--- config.mk ---
export PLATFORM = sky130hd
export DESIGN_NAME = seu_pipe_flat
export DESIGN_NICKNAME = d
export VERILOG_FILES = /design/src/rtl/seu_pipe_if.sv /design/src/rtl/seu_pipe.sv /design/src/flat_wrapper.sv
export SDC_FILE = /design/constraint.sdc
export NUM_CORES = 1
export LEC_CHECK = 0
export BUFFER_PORTS_ARGS = -buffer_cell sky130_fd_sc_hd__buf_2
export CAP_MARGIN = 20
export CORE_UTILIZATION = 58
export DETAILED_ROUTE_END_ITERATION = 7
export PLACE_DENSITY = 0.84
export SLEW_MARGIN = 10
export SYNTH_ARGS = -nofsm -noshare
export SYNTH_HDL_FRONTEND = slang
export SYNTH_SLANG_ARGS = --single-unit
export TNS_END_PERCENT = 1
--- constraint.sdc ---
create_clock -name clk -period 2.95 [get_ports clk]
set_input_delay 0.59 -clock clk [delete_from_list [all_inputs] [get_ports clk]]
set_output_delay 0.59 -clock clk [all_outputs]
set_load 0.05 [all_outputs]
--- src/rtl/seu_pipe_if.sv ---
// rtl/seu_pipe_if.sv - decode-side request and ALU-side result handshake bundle for seu_pipe
interface seu_pipe_if #(
  parameter int IN_W      = 9,
  parameter int OUT_W     = 16,
  parameter int SHIFT_MAX = 3
);
  localparam int SH_W = (SHIFT_MAX > 0) ? $clog2(SHIFT_MAX + 1) : 1;

  logic             in_valid;
  logic             in_ready;
  logic [IN_W-1:0]  in_nr;
  logic [1:0]       in_mode;
  logic [SH_W-1:0]  in_shamt;
  logic             out_valid;
  logic             out_ready;
  logic [OUT_W-1:0] out_result;
  logic             out_neg;
  logic             out_ovf;

  modport slave (
    input  in_valid, in_nr, in_mode, in_shamt, out_ready,
    output in_ready, out_valid, out_result, out_neg, out_ovf
  );

  modport master (
    output in_valid, in_nr, in_mode, in_shamt, out_ready,
    input  in_ready, out_valid, out_result, out_neg, out_ovf
  );
endinterface

--- src/rtl/seu_pipe.sv ---
// rtl/seu_pipe.sv - registered sign/zero extension unit with a 2-entry result buffer
module seu_pipe #(
  parameter int IN_W      = 9,
  parameter int OUT_W     = 16,
  parameter int SHIFT_MAX = 3
) (
  input  logic     clk,
  input  logic     rst_n,
  seu_pipe_if.slave bus
);
  localparam int TW = OUT_W + SHIFT_MAX;

  logic [1:0]       count;
  logic [OUT_W-1:0] res0, res1, new_res;
  logic             ovf0, ovf1, new_ovf;
  logic [TW-1:0]    sext, shifted;
  logic [31:0]      sh_amt;
  logic [SHIFT_MAX:0] top;
  logic             push, pop;

  // Result is computed once at push and stored, so the head stays stable under stall.
  always_comb begin
    sext   = {{(TW-IN_W){bus.in_nr[IN_W-1]}}, bus.in_nr};
    sh_amt = 32'(bus.in_shamt);
    if (sh_amt > 32'(SHIFT_MAX)) sh_amt = 32'(SHIFT_MAX);
    shifted = sext << sh_amt;
    top     = shifted[TW-1:OUT_W-1];
    new_res = '0;
    new_ovf = 1'b0;
    case (bus.in_mode)
      2'b00: new_res = {{(OUT_W-IN_W){1'b0}}, bus.in_nr};
      2'b01: new_res = sext[OUT_W-1:0];
      2'b10: begin
        new_res = shifted[OUT_W-1:0];
        new_ovf = !((&top) || !(|top));
      end
      default: ;
    endcase
  end

  assign push = bus.in_valid && (count != 2'd2);
  assign pop  = (count != 2'd0) && bus.out_ready;

  always_ff @(posedge clk or negedge rst_n) begin
    if (!rst_n) begin
      count <= 2'd0;
      res0  <= '0;
      res1  <= '0;
      ovf0  <= 1'b0;
      ovf1  <= 1'b0;
    end else begin
      case (count)
        2'd0: if (push) begin
          res0  <= new_res;
          ovf0  <= new_ovf;
          count <= 2'd1;
        end
        2'd1: if (push && pop) begin
          res0 <= new_res;
          ovf0 <= new_ovf;
        end else if (push) begin
          res1  <= new_res;
          ovf1  <= new_ovf;
          count <= 2'd2;
        end else if (pop) begin
          count <= 2'd0;
        end
        default: if (pop) begin
          res0  <= res1;
          ovf0  <= ovf1;
          count <= 2'd1;
        end
      endcase
    end
  end

  // Ready depends on occupancy alone, never on out_ready.
  assign bus.in_ready   = (count != 2'd2);
  assign bus.out_valid  = (count != 2'd0);
  assign bus.out_result = res0;
  assign bus.out_neg    = res0[OUT_W-1];
  assign bus.out_ovf    = ovf0;
endmodule
--- src/flat_wrapper.sv ---
// flat-port wrapper written by rule: the top's interface ports become plain ports
module seu_pipe_flat 
#(
  parameter int IN_W      = 9,
  parameter int OUT_W     = 16,
  parameter int SHIFT_MAX = 3
)
  (clk, rst_n, bus_in_valid, bus_in_nr, bus_in_mode, bus_in_shamt, bus_out_ready, bus_in_ready, bus_out_valid, bus_out_result, bus_out_neg, bus_out_ovf);
  seu_pipe_if #(.IN_W(IN_W), .OUT_W(OUT_W), .SHIFT_MAX(SHIFT_MAX)) bus_i ();
  input  logic clk;
  input  logic rst_n;
  input wire logic [$bits(bus_i.in_valid)-1:0] bus_in_valid;
  input wire logic [$bits(bus_i.in_nr)-1:0] bus_in_nr;
  input wire logic [$bits(bus_i.in_mode)-1:0] bus_in_mode;
  input wire logic [$bits(bus_i.in_shamt)-1:0] bus_in_shamt;
  input wire logic [$bits(bus_i.out_ready)-1:0] bus_out_ready;
  output wire logic [$bits(bus_i.in_ready)-1:0] bus_in_ready;
  output wire logic [$bits(bus_i.out_valid)-1:0] bus_out_valid;
  output wire logic [$bits(bus_i.out_result)-1:0] bus_out_result;
  output wire logic [$bits(bus_i.out_neg)-1:0] bus_out_neg;
  output wire logic [$bits(bus_i.out_ovf)-1:0] bus_out_ovf;
  assign bus_i.in_valid = bus_in_valid;
  assign bus_i.in_nr = bus_in_nr;
  assign bus_i.in_mode = bus_in_mode;
  assign bus_i.in_shamt = bus_in_shamt;
  assign bus_i.out_ready = bus_out_ready;
  assign bus_in_ready = bus_i.in_ready;
  assign bus_out_valid = bus_i.out_valid;
  assign bus_out_result = bus_i.out_result;
  assign bus_out_neg = bus_i.out_neg;
  assign bus_out_ovf = bus_i.out_ovf;
  seu_pipe #(.IN_W(IN_W), .OUT_W(OUT_W), .SHIFT_MAX(SHIFT_MAX)) u_core (.clk(clk), .rst_n(rst_n), .bus(bus_i));
endmodule
; After elaboration in Yosys (flattened, before gate mapping)
; Index checks and enable logic that the tools add are counted.
[op_classes]
n_eq_ne = 8
shift = 1
n_mux = 16
bitwise = 1
n_reduce_logical = 15
[op_table]
columns = cell, count
row1 = 2-to-1 mux 16 bit, 3
row2 = case mux 16 bit (3 select lines), 1
row3 = case mux 16 bit (2 select lines), 1
row4 = << shifter 19 x 2 -> 19 bit, 1
row5 = 2-to-1 mux 2 bit, 5
row6 = AND reduction 4 bit, 2
row7 = AND reduction 3 bit, 2
row8 = == test 2 x 1 -> 1 bit (second input constant), 2
row9 = logical NOT 2 bit, 2
row10 = 2-to-1 mux 1 bit, 4
row11 = != test 2 x 1 -> 1 bit (second input constant), 2
row12 = != test 2 bit (second input constant), 2
row13 = case mux 2 bit (2 select lines), 1
row14 = OR reduction 4 bit, 1
row15 = logical AND 1 bit, 3
row16 = != test 3 x 1 -> 1 bit (second input constant), 1
row17 = nonzero test 3 bit, 1
row18 = == test 2 bit (second input constant), 1
row19 = logical NOT 1 bit, 2
row20 = case mux 1 bit (2 select lines), 1
row21 = nonzero test 2 bit, 1
row22 = logical OR 1 bit, 1
row23 = NOT 1 bit, 1
[word_totals]
regBits = 36
inputBits = 17
out_inout_bits = 20
wordCells = 46

; Logic depth before layout (Yosys ltp)
; Gate-level depths: netlist of the first run.
[depth]
depth_word = 8
depth_mapped = 6

; Least setup slack after synthesis of the first run
; Ideal clock, no wire load.
[synth_path]
path_kind = reg2out
startpoint = register u_core.count[1]
endpoint = output bus_in_ready
arrival_time_ps = 1099
t_required_ps = 2360
path_slack_ps = 1261
path_stages_with_launch = 4
n_path_buf = 2
cell_sequence = dfrtp_1 -> buf_2 -> clkbuf_1 -> nand2b_1
[synth_via]
elab_chain_cells = 1
[synth_lines]
columns = item, line
row1 = start: declaration, seu_pipe.sv:13  ; logic [1:0] count;
row2 = start signal: assignment, seu_pipe.sv:46  ; count <= 2'd0;
row3 = start signal: assignment, seu_pipe.sv:56  ; count <= 2'd1;
row4 = start signal: assignment, seu_pipe.sv:64  ; count <= 2'd2;
row5 = != test 2 bit, seu_pipe.sv:78  ; assign bus.in_ready = (count != 2'd2);
row6 = end: declaration, flat_wrapper.sv:17  ; output wire logic [$bits(bus_i.in_ready)-1:0] bus_in_ready;
; Every way passes these cells.

; Final worst setup path of the first run
[layout_path]
startpoint = register u_core.count[1]
endpoint = output bus_out_valid
[layout_via]
elab_chain_cells = 1
[layout_lines]
columns = item, line
row1 = nonzero test 2 bit, seu_pipe.sv:79  ; assign bus.out_valid = (count != 2'd0);
row2 = end: declaration, flat_wrapper.sv:18  ; output wire logic [$bits(bus_i.out_valid)-1:0] bus_out_valid;
; Every way passes these cells.

==> flow_summary_export.csv, run 1 <==
group,metric,value,unit
status,outcome,"completed",
pwr,p_int,0.000715,W
floorplan,start_util,0.638,
pwr,p_per_area,734,mW/mm²
timing,fmax,515,MHz
cts,cts-resized-gates,0,
worst_setup_path,slowest_stage,"dfrtp_1",
min_path,min_path_type,"in -> async",
cts,postCtsHoldBufs,0,
floorplan,die_w,55.4,µm
timing,tns,0,ns
drt,wl,3410,µm
floorplan,fp.dieH,55.4,µm
timing,period_needed,1.94,ns
placement,portBuffers,35,
drt,vias,1389,
cts,cts_buffers,3,
logic_synthesis,async_reset_ff_frac,1.00,
cts,cts_max_level,1,
final_layout,area.sequential,651,µm²
global_route,gr-usage-all-layers,0.228,
logic_synthesis,synth_edf_count,0,
placement,dp_hpwl,2530,µm
logic_synthesis,ys_warn_count,0,
pwr,p_leak,0.847,nW
logic_synthesis,synth_nets,196,
floorplan,ioPinCount,37,
timing,drv_slew,0,
cts,cts_setup_buffers,0,
pwr,seq_power_share,0.400,
worst_setup_path,critPathRequiredTime,2.36,ns
pwr,comb_power_share,0.464,
final_layout,fin_nets,219,
drt,ant_nets,0,
logic_synthesis,netlist_area,0.00165,mm²
worst_setup_path,startpoint_type,"flip-flop",
timing,setup_viol,0,
pwr,power.switching,0.000602,W
drt,drc_errors,0,
timing,hold_viol_final,0,
final_layout,layout-drive-gt1-share,0.294,
cts,cts_root_buf,"clkbuf_4",
worst_setup_path,cpPeakStageDelay,0.35,ns
worst_setup_path,crit_path_max_fanout,29,
worst_setup_path,r2r-start,"u_core.count[1]$_DFFE_PN0P_",
timing,clock_skew,0.00260,ns
final_layout,multi_input_area,865,µm²
global_route,grt_pass1_wl,5750,µm
cts,cts_tree,"done",
timing,grt_setup_unrepaired,"false",
logic_synthesis,ys.flop_type,"dfrtp_1",
pwr,max-vdd-ir-drop,0.000515,V
pwr,clockPowerShare,0.135,
worst_setup_path,startpoint,"u_core.count[1]$_DFFE_PN0P_",
worst_setup_path,crit_path_end_kind,"output port",
drt,wl_per_cell,14.8,µm
worst_setup_path,crit_family,"buffers and inverters",
final_layout,antennaDiodeCount,0,
timing,relSlewSlack,0.575,
floorplan,core_region_area,0.00259,mm²
logic_synthesis,ys_seq_area_frac,0.394,
worst_setup_path,crit_chain,"buf_4, nor2_1, inv_1, buf_2",
cts,insertion_delay,0.31,ns
placement,dp.cells,227,
floorplan,die_area,0.00307,mm²
logic_synthesis,ys_types,39,
drt,drt_iter0_drc,85,
pwr,swShare,0.457,
placement,place.gp.congestion,0.848,
drt,via_per_inst,6.01,
job,drv_cap,0,
floorplan,rows,18,
worst_setup_path,arrival,1.35,ns
cts,cts_sinks,26,
cts,clockBufferDepth,2,
drt,first_pass_iters,4,
logic_synthesis,avgSynthCellArea,9.23,µm²
cts,path_clk_slew,0.14,ns
global_route,grt_start_max_net_pins,30,
global_route,overflow,0,
timing,worstMarginPinSlew,0.636,ns
global_route,grt_pass1_vias,1279,
worst_setup_path,worstPathBufferInverterCount,3,
final_layout,area_growth,8.55,%
final_layout,fin_cells,231,
worst_setup_path,crit_type,"reg -> out",
logic_synthesis,syn_inst,179,
final_layout,fillCellCount,204,
global_route,antenna_found_initial,0,
logic_synthesis,synth-seq-cells,26,
timing,fin_crit_sh,0.659,
==> metal layers <==
layer,routed length (µm),global-route usage,share of wire
met5,0,0,0
met4,27,0.0607,0.0079
met3,120,0.00703,0.035
met2,1570,0.367,0.46
met1,1690,0.338,0.50
==> cells by family after synthesis <==
kind of cell | count (synthesis) | share of synthesized area
AOI/OAI and AO/OA | 64 | 0.265
buffers and inverters | 24 | 0.0833
DFF | 26 | 0.394
muxes | 17 | 0.111
other | 1 | 0.00227
and+or+nand+nor | 47 | 0.145
==> worst register-to-register path, stage by stage (launching register included) <==
cell and delay (ns):
dfrtp_1 0.39, buf_4 0.22, or3_4 0.55, a221oi_1 0.25
nor2_1 0.07
==> layout by cell type, fill, tap and decap left out, types with 2 or more instances in the layout <==
cell type and n:
a31oi_1 3, inv_1 6, a221oi_2 4, mux2i_1 6, nor2b_1 5, o22ai_1 2
a21oi_1 8, nand2b_1 2, a221oi_1 2, and3_1 2, mux2_2 11, a22o_1 5
nand2_1 18, clkbuf_4 3, o21ai_0 7, o21ai_1 18, a22oi_1 8, dfrtp_1 26
buf_2 35, nand3_1 2, nor3_1 2, nor2_1 9, o22a_1 2
==> worst paths after layout <==
kind	endpoint	slack (ns)	cells after the start
setup / recovery	bus_out_valid	1.01	4
hold / removal	u_core.count[1]$_DFFE_PN0P_	0.25	1
max in group asynchronous	u_core.res1[1]$_DFFE_PN0P_	2.32	1
setup reg to reg	u_core.res1[10]$_DFFE_PN0P_	1.38	4
hold reg to reg	u_core.bus.out_result[10]$_DFFE_PN0P_	0.49	2
min in group clk	u_core.bus.out_result[10]$_DFFE_PN0P_	0.49	2
==> synthesized netlist by cell type, drive strengths merged, types with 3 or more instances <==
cell type	number	share of area
nor2	10	0.027
a22o	5	0.026
mux2i	6	0.036
a31oi	3	0.011
mux2	11	0.075
a21oi	8	0.024
nor2b	5	0.019
o22ai	3	0.015
inv	6	0.014
dfrtp	26	0.39
nand2	18	0.041
a221oi	6	0.047
buf	17	0.067
o21ai	25	0.076
a22oi	8	0.036
==> final cells by class <==
class	instances	area share
Multi-Input combinational cell	129	0.482
Sequential cell	26	0.363
Timing Repair Buffer	36	0.102
Tap cell	30	0.0209
Clock buffer	4	0.0202
Inverter	6	0.0126
==> state kept, by name, indices dropped and copies added, names as in the netlist <==
name,cells
u_core.bus.out_result,12
u_core.res1,12
u_core.count,2
==> power by group through the flow <==
stage          sequential [W]  clock [W]  combinational (W)
3_5_place_dp         0.000533          0           0.000613
4_1_cts              0.000525   0.000181           0.000614
6_report             0.000527   0.000178           0.000611
5_1_grt              0.000542   0.000196           0.000651
3_3_place_gp         0.000526          0           0.000600
2_1_floorplan        0.000695          0           0.000330
==> per-stage QoR <==
step	power (W)	utilization	setup WS [ns]	cell area [µm²]	hold slack [ns]
floorplan	0.00102	-	1.26	1650	0.294
global placement	0.00113	0.679	1.18	1760	0.455
detailed placement	0.00115	0.679	1.13	1760	0.468
CTS	0.00132	0.693	1.00	1790	0.274
global route	0.00139	0.693	0.930	1790	0.297
finish	0.00132	0.693	1.01	1790	0.248
(Power assumes the default switching activity.)
==> inputs of run 2 (changes only) <==
--- a/config.mk
+++ b/config.mk
@@ -7,9 +7,9 @@
 export LEC_CHECK = 0
 export BUFFER_PORTS_ARGS = -buffer_cell sky130_fd_sc_hd__buf_2
 export CAP_MARGIN = 20
-export CORE_UTILIZATION = 58
+export CORE_UTILIZATION = 54
 export DETAILED_ROUTE_END_ITERATION = 7
-export PLACE_DENSITY = 0.84
+export PLACE_DENSITY = 0.79
 export SLEW_MARGIN = 10
 export SYNTH_ARGS = -nofsm -noshare
 export SYNTH_HDL_FRONTEND = slang
==> constraint.sdc (replaced) <==
create_clock -name clk -period 2 [get_ports clk]
set_input_delay 0.4 -clock clk [delete_from_list [all_inputs] [get_ports clk]]
set_output_delay 0.4 -clock clk [all_outputs]
set_load 0.05 [all_outputs]
==> run 2 against run 1 <==
  * The run now ends with DRC left
  * Largest power group unchanged
  * Power grew 44%
  * Critical path depth shrank 1
  * Die area grew 7.1%
  * First-iteration DRC count shrank 26%
  * Global-route usage grew 1.1 points
  * Sequential cell count is the same
  * Final cell count grew 0.43%
==> flow_summary_export.csv, run 2 (same netlist as run 1, synthesis figures left out) <==
group,metric,value,unit
drt,vias,1435,
placement,dp.cells,229,
drt,wl_per_cell,15.3,µm
global_route,grt_pass1_wl,6090,µm
timing,clock_skew,0.00827,ns
final_layout,layout-drive-gt1-share,0.294,
drt,drc_errors,6,
final_layout,area_growth,8.25,%
worst_setup_path,worstPathBufferInverterCount,2,
worst_setup_path,critPathRequiredTime,1.60,ns
pwr,clockPowerShare,0.114,
cts,cts_buffers,3,
pwr,seq_power_share,0.413,
cts,cts_max_level,1,
floorplan,start_util,0.584,
pwr,p_leak,0.845,nW
timing,worstMarginPinSlew,0.570,ns
global_route,antenna_found_initial,0,
drt,wl,3560,µm
final_layout,fin_nets,220,
worst_setup_path,r2r-start,"u_core.count[1]$_DFFE_PN0P_",
timing,fin_crit_sh,0.911,
cts,insertion_delay,0.32,ns
final_layout,fin_cells,232,
drt,first_pass_iters,6,
pwr,p_int,0.00102,W
worst_setup_path,rr_worst_depth,4,
placement,dp_hpwl,2700,µm
pwr,total_power,0.00190,W
floorplan,ioPinCount,37,
worst_setup_path,crit_path_max_fanout,13,
floorplan,core_region_area,0.00283,mm²
timing,worst_hold_slack,0.0532,ns
worst_setup_path,crit_family,"flip-flops",
floorplan,fp.dieH,57.3,µm
status,outcome,"finished with violations",
worst_setup_path,slowest_stage,"dfrtp_1",
pwr,power.switching,0.000884,W
worst_setup_path,arrival,1.42,ns
pwr,comb_power_share,0.474,
drt,drt_iter0_drc,63,
cts,cts_root_buf,"clkbuf_4",
global_route,overflow,0,
floorplan,rows,19,
drt,via_per_inst,6.19,
global_route,gr-usage-all-layers,0.239,
worst_setup_path,r2r_end,"u_core.bus.out_result[4]$_DFFE_PN0P_",
cts,path_clk_slew,0.13,ns
placement,place.gp.congestion,0.821,
floorplan,die_w,57.3,µm
placement,portBuffers,35,
pwr,p_per_area,1060,mW/mm²
cts,postCtsHoldBufs,0,
final_layout,final_cell_mix,"35 x buf_2, 26 x dfrtp_1, 18 x nand2_1, 18 x o21ai_1, 11 x mux2_2",
timing,period_needed,1.82,ns
job,drv_cap,0,
final_layout,final_common_cell,"buf_2",
cts,clockBufferDepth,2,
worst_setup_path,startpoint,"u_core.count[1]$_DFFE_PN0P_",
timing,hold_viol_final,0,
worst_setup_path,crit_type,"reg -> out",
timing,drv_slew,0,
timing,tns,0,ns
worst_setup_path,startpoint_type,"flip-flop",
timing,grt_setup_unrepaired,"false",
cts,cts-resized-gates,0,
min_path,min_path_type,"in -> async",
pwr,max-vdd-ir-drop,0.000403,V
global_route,grt_pass1_vias,1342,
worst_setup_path,crit_path_end_kind,"output port",
floorplan,die_area,0.00329,mm²
worst_setup_path,cpPeakStageDelay,0.64,ns
drt,ant_nets,0,
worst_setup_path,cp_num_cells,3,
pwr,swShare,0.465,
cts,cts_tree,"done",
global_route,grt_start_max_net_pins,27,
worst_setup_path,crit_chain,"nor2_1, inv_1, buf_2",
timing,relSlewSlack,0.620,
final_layout,antennaDiodeCount,0,
cts,cts_setup_buffers,0,
timing,setup_viol,0,
status,violations,"DRC",
timing,fmax,549,MHz
cts,cts_sinks,26,
worst_setup_path,reg2reg_slack,0.36,ns
==> run 2: changes by cell type in the layout (fill, tap and decap cells not counted) <==
cell,previous run,this run
buf_4,1,2
clkbuf_8,1,0
==> run 2: worst max-delay path by stage <==
stage | endpoint | slack [ns]
after global routing | bus_out_valid | 0.14
after CTS | bus_out_valid | 0.20
after floorplan | bus_in_ready | 0.50
after global placement | u_core.bus.out_result[5]$_DFFE_PN0P_ | 0.40
after detailed placement | u_core.bus.out_result[5]$_DFFE_PN0P_ | 0.35
final | bus_out_valid | 0.18
==> run 2: area by class of cell <==
type	instances	area [µm²]
Fill cell	234	1040
Multi-Input combinational cell	129	865
Sequential cell	26	651
Timing Repair Buffer	37	190
Tap cell	31	38.8
Clock buffer	3	22.5
Inverter	6	22.5
==> run 2: stage by stage <==
step           setup WS, ns   util  cell area (µm²)
2_1_floorplan         0.501      -             1650
3_3_place_gp          0.398  0.625             1770
3_5_place_dp          0.353  0.625             1770
4_1_cts               0.199  0.632             1790
5_1_grt               0.141  0.632             1790
6_report              0.178  0.632             1790
==> run 2: power groups by stage <==
stage / Sequential, W / Combinational, W / Clock [W]
global placement: 0.000786 / 0.000884 / 0
detailed placement: 0.000796 / 0.000903 / 0
CTS: 0.000784 / 0.000904 / 0.000222
global route: 0.000810 / 0.000967 / 0.000229
floorplan: 0.00102 / 0.000487 / 0
finish: 0.000785 / 0.000900 / 0.000216
==> run 2: per-layer routing <==
layer  share of wire  routed length [µm]  track usage
met5               0                   0            0
met4           0.026                  94        0.115
met3           0.043                 152       0.0136
met2            0.47                1670        0.376
met1            0.46                1640        0.340
==> inputs of run 3 (changes only) <==
--- a/config.mk
+++ b/config.mk
@@ -10,6 +10,7 @@
 export CORE_UTILIZATION = 54
 export DETAILED_ROUTE_END_ITERATION = 7
 export PLACE_DENSITY = 0.79
+export RECOVER_POWER = 25
 export SLEW_MARGIN = 10
 export SYNTH_ARGS = -nofsm -noshare
 export SYNTH_HDL_FRONTEND = slang
==> run 3 against run 2 <==
  * The run still ends with DRC left
  * Global-route usage unchanged
  * Wire length about the same
  * Clock power barely moved
  * Fmax stayed put
  * Critical path type unchanged
  * Via count is the same
  * Combinational power about the same
  * Register-to-register slack barely moved
  * Critical endpoint unchanged
  * First-iteration DRC count unchanged
==> flow_summary_export.csv, run 3 (same netlist as run 1, synthesis figures left out) <==
group,metric,value,unit
timing,relSlewSlack,0.0879,
cts,clockBufferDepth,2,
global_route,grt_pass1_wl,6090,µm
worst_setup_path,rr_worst_depth,4,
timing,hold_viol_final,0,
timing,worstMarginPinSlew,1.37,ns
timing,setup_viol,0,
final_layout,final_cell_mix,"34 x buf_2, 26 x dfrtp_1, 18 x nand2_1, 18 x o21ai_1, 11 x mux2_2",
timing,grt_setup_unrepaired,"false",
status,violations,"DRC",
job,drv_cap,0,
drt,drt_iter0_drc,63,
worst_setup_path,crit_type,"reg -> out",
cts,cts_sinks,26,
floorplan,start_util,0.584,
global_route,gr-usage-all-layers,0.239,
final_layout,antennaDiodeCount,0,
final_layout,final_common_cell,"buf_2",
worst_setup_path,crit_path_end_kind,"output port",
drt,ant_nets,0,
placement,place.gp.congestion,0.821,
global_route,antenna_found_initial,0,
cts,postCtsHoldBufs,0,
pwr,clockPowerShare,0.114,
cts,cts_tree,"done",
placement,portBuffers,35,
timing,fin_crit_sh,0.911,
worst_setup_path,startpoint_type,"flip-flop",
floorplan,core_region_area,0.00283,mm²
floorplan,ioPinCount,37,
worst_setup_path,crit_path_max_fanout,13,
drt,vias,1435,
min_path,min_path_type,"in -> async",
status,outcome,"finished with violations",
floorplan,fp.dieH,57.3,µm
pwr,comb_power_share,0.474,
pwr,power.switching,0.000884,W
pwr,p_int,0.00102,W
placement,dp_hpwl,2700,µm
final_layout,fin_nets,220,
worst_setup_path,arrival,1.42,ns
timing,period_needed,1.82,ns
floorplan,die_area,0.00329,mm²
pwr,max-vdd-ir-drop,0.000403,V
timing,tns,0,ns
final_layout,final_util,0.632,
timing,drv_slew,0,
floorplan,rows,19,
final_layout,area_growth,8.18,%
floorplan,die_w,57.3,µm
worst_setup_path,critPathRequiredTime,1.60,ns
drt,wl,3550,µm
drt,first_pass_iters,6,
pwr,p_per_area,1060,mW/mm²
global_route,grt_pass1_vias,1342,
cts,cts_max_level,1,
global_route,grt_start_max_net_pins,27,
global_route,overflow,0,
final_layout,layout-drive-gt1-share,0.289,
cts,path_clk_slew,0.13,ns
cts,cts_root_buf,"clkbuf_4",
drt,drc_errors,6,
cts,insertion_delay,0.32,ns
pwr,p_leak,0.843,nW
timing,clock_skew,0.00827,ns
pwr,seq_power_share,0.413,
pwr,swShare,0.465,
drt,wl_per_cell,15.3,µm
drt,via_per_inst,6.19,
cts,cts_setup_buffers,0,
timing,fmax,549,MHz
final_layout,fillCellCount,235,
cts,cts_buffers,3,
cts,cts-resized-gates,0,
[run 3: path summary, 6_finish.rpt]
check                                             from                              endpoint  slack [ns]
max                        u_core.count[1]$_DFFE_PN0P_                         bus_out_valid        0.18
min                                              rst_n  u_core.bus.out_result[9]$_DFFE_PN0P_        0.36
max reg2reg                u_core.count[1]$_DFFE_PN0P_  u_core.bus.out_result[4]$_DFFE_PN0P_        0.36
min reg2reg                 u_core.res1[4]$_DFFE_PN0P_            u_core.res1[4]$_DFFE_PN0P_        0.50
max in group asynchronous                        rst_n            u_core.res1[8]$_DFFE_PN0P_        0.84
min in group clk                          bus_in_nr[8]           u_core.res1[14]$_DFFE_PN0P_        0.40
[run 3: layer usage]
| layer | vias to the layer above | routed length (µm) | global-route usage |
|---|---|---|---|
| met4 | 0 | 94 | 0.115 |
| li1 | 696 | - | - |
| met5 | - | 0 | 0 |
| met1 | 688 | 1640 | 0.340 |
| met2 | 42 | 1670 | 0.376 |
| met3 | 9 | 151 | 0.0136 |
[run 3: layout make-up]
| class | instances | area (µm²) | area share |
|---|---|---|---|
| multi-input cells | 129 | 865 | 0.484 |
| flip-flops and latches | 26 | 651 | 0.364 |
| repair buffers | 37 | 189 | 0.106 |
| well taps | 31 | 38.8 | 0.0217 |
| clock buffers | 3 | 22.5 | 0.0126 |
| inverters | 6 | 22.5 | 0.0126 |
[run 3: per-stage QoR]
step	area [µm²]	cells	total power (W)	hold slack, ns	setup WS, ns
finish	1790	232	0.00190	0.360	0.178
global route	1790	232	0.00201	0.422	0.141
CTS	1790	232	0.00191	0.0711	0.199
detailed placement	1770	229	0.00170	0.428	0.353
global placement	1770	229	0.00167	0.422	0.398
floorplan	1650	179	0.00151	0.104	0.501
[run 3: power groups by stage]
stage | Combinational (W) | Clock [W] | Sequential (W)
2_1_floorplan | 0.000487 | 0 | 0.00102
3_3_place_gp | 0.000884 | 0 | 0.000786
3_5_place_dp | 0.000903 | 0 | 0.000796
4_1_cts | 0.000904 | 0.000222 | 0.000784
5_1_grt | 0.000967 | 0.000229 | 0.000810
6_report | 0.000900 | 0.000216 | 0.000784
[run 3: worst max-delay path, cell delays in order (launching register included)]
cell,delay (ns)
dfrtp_1,0.64
nor2_1,0.14
inv_1,0.07
buf_2,0.25
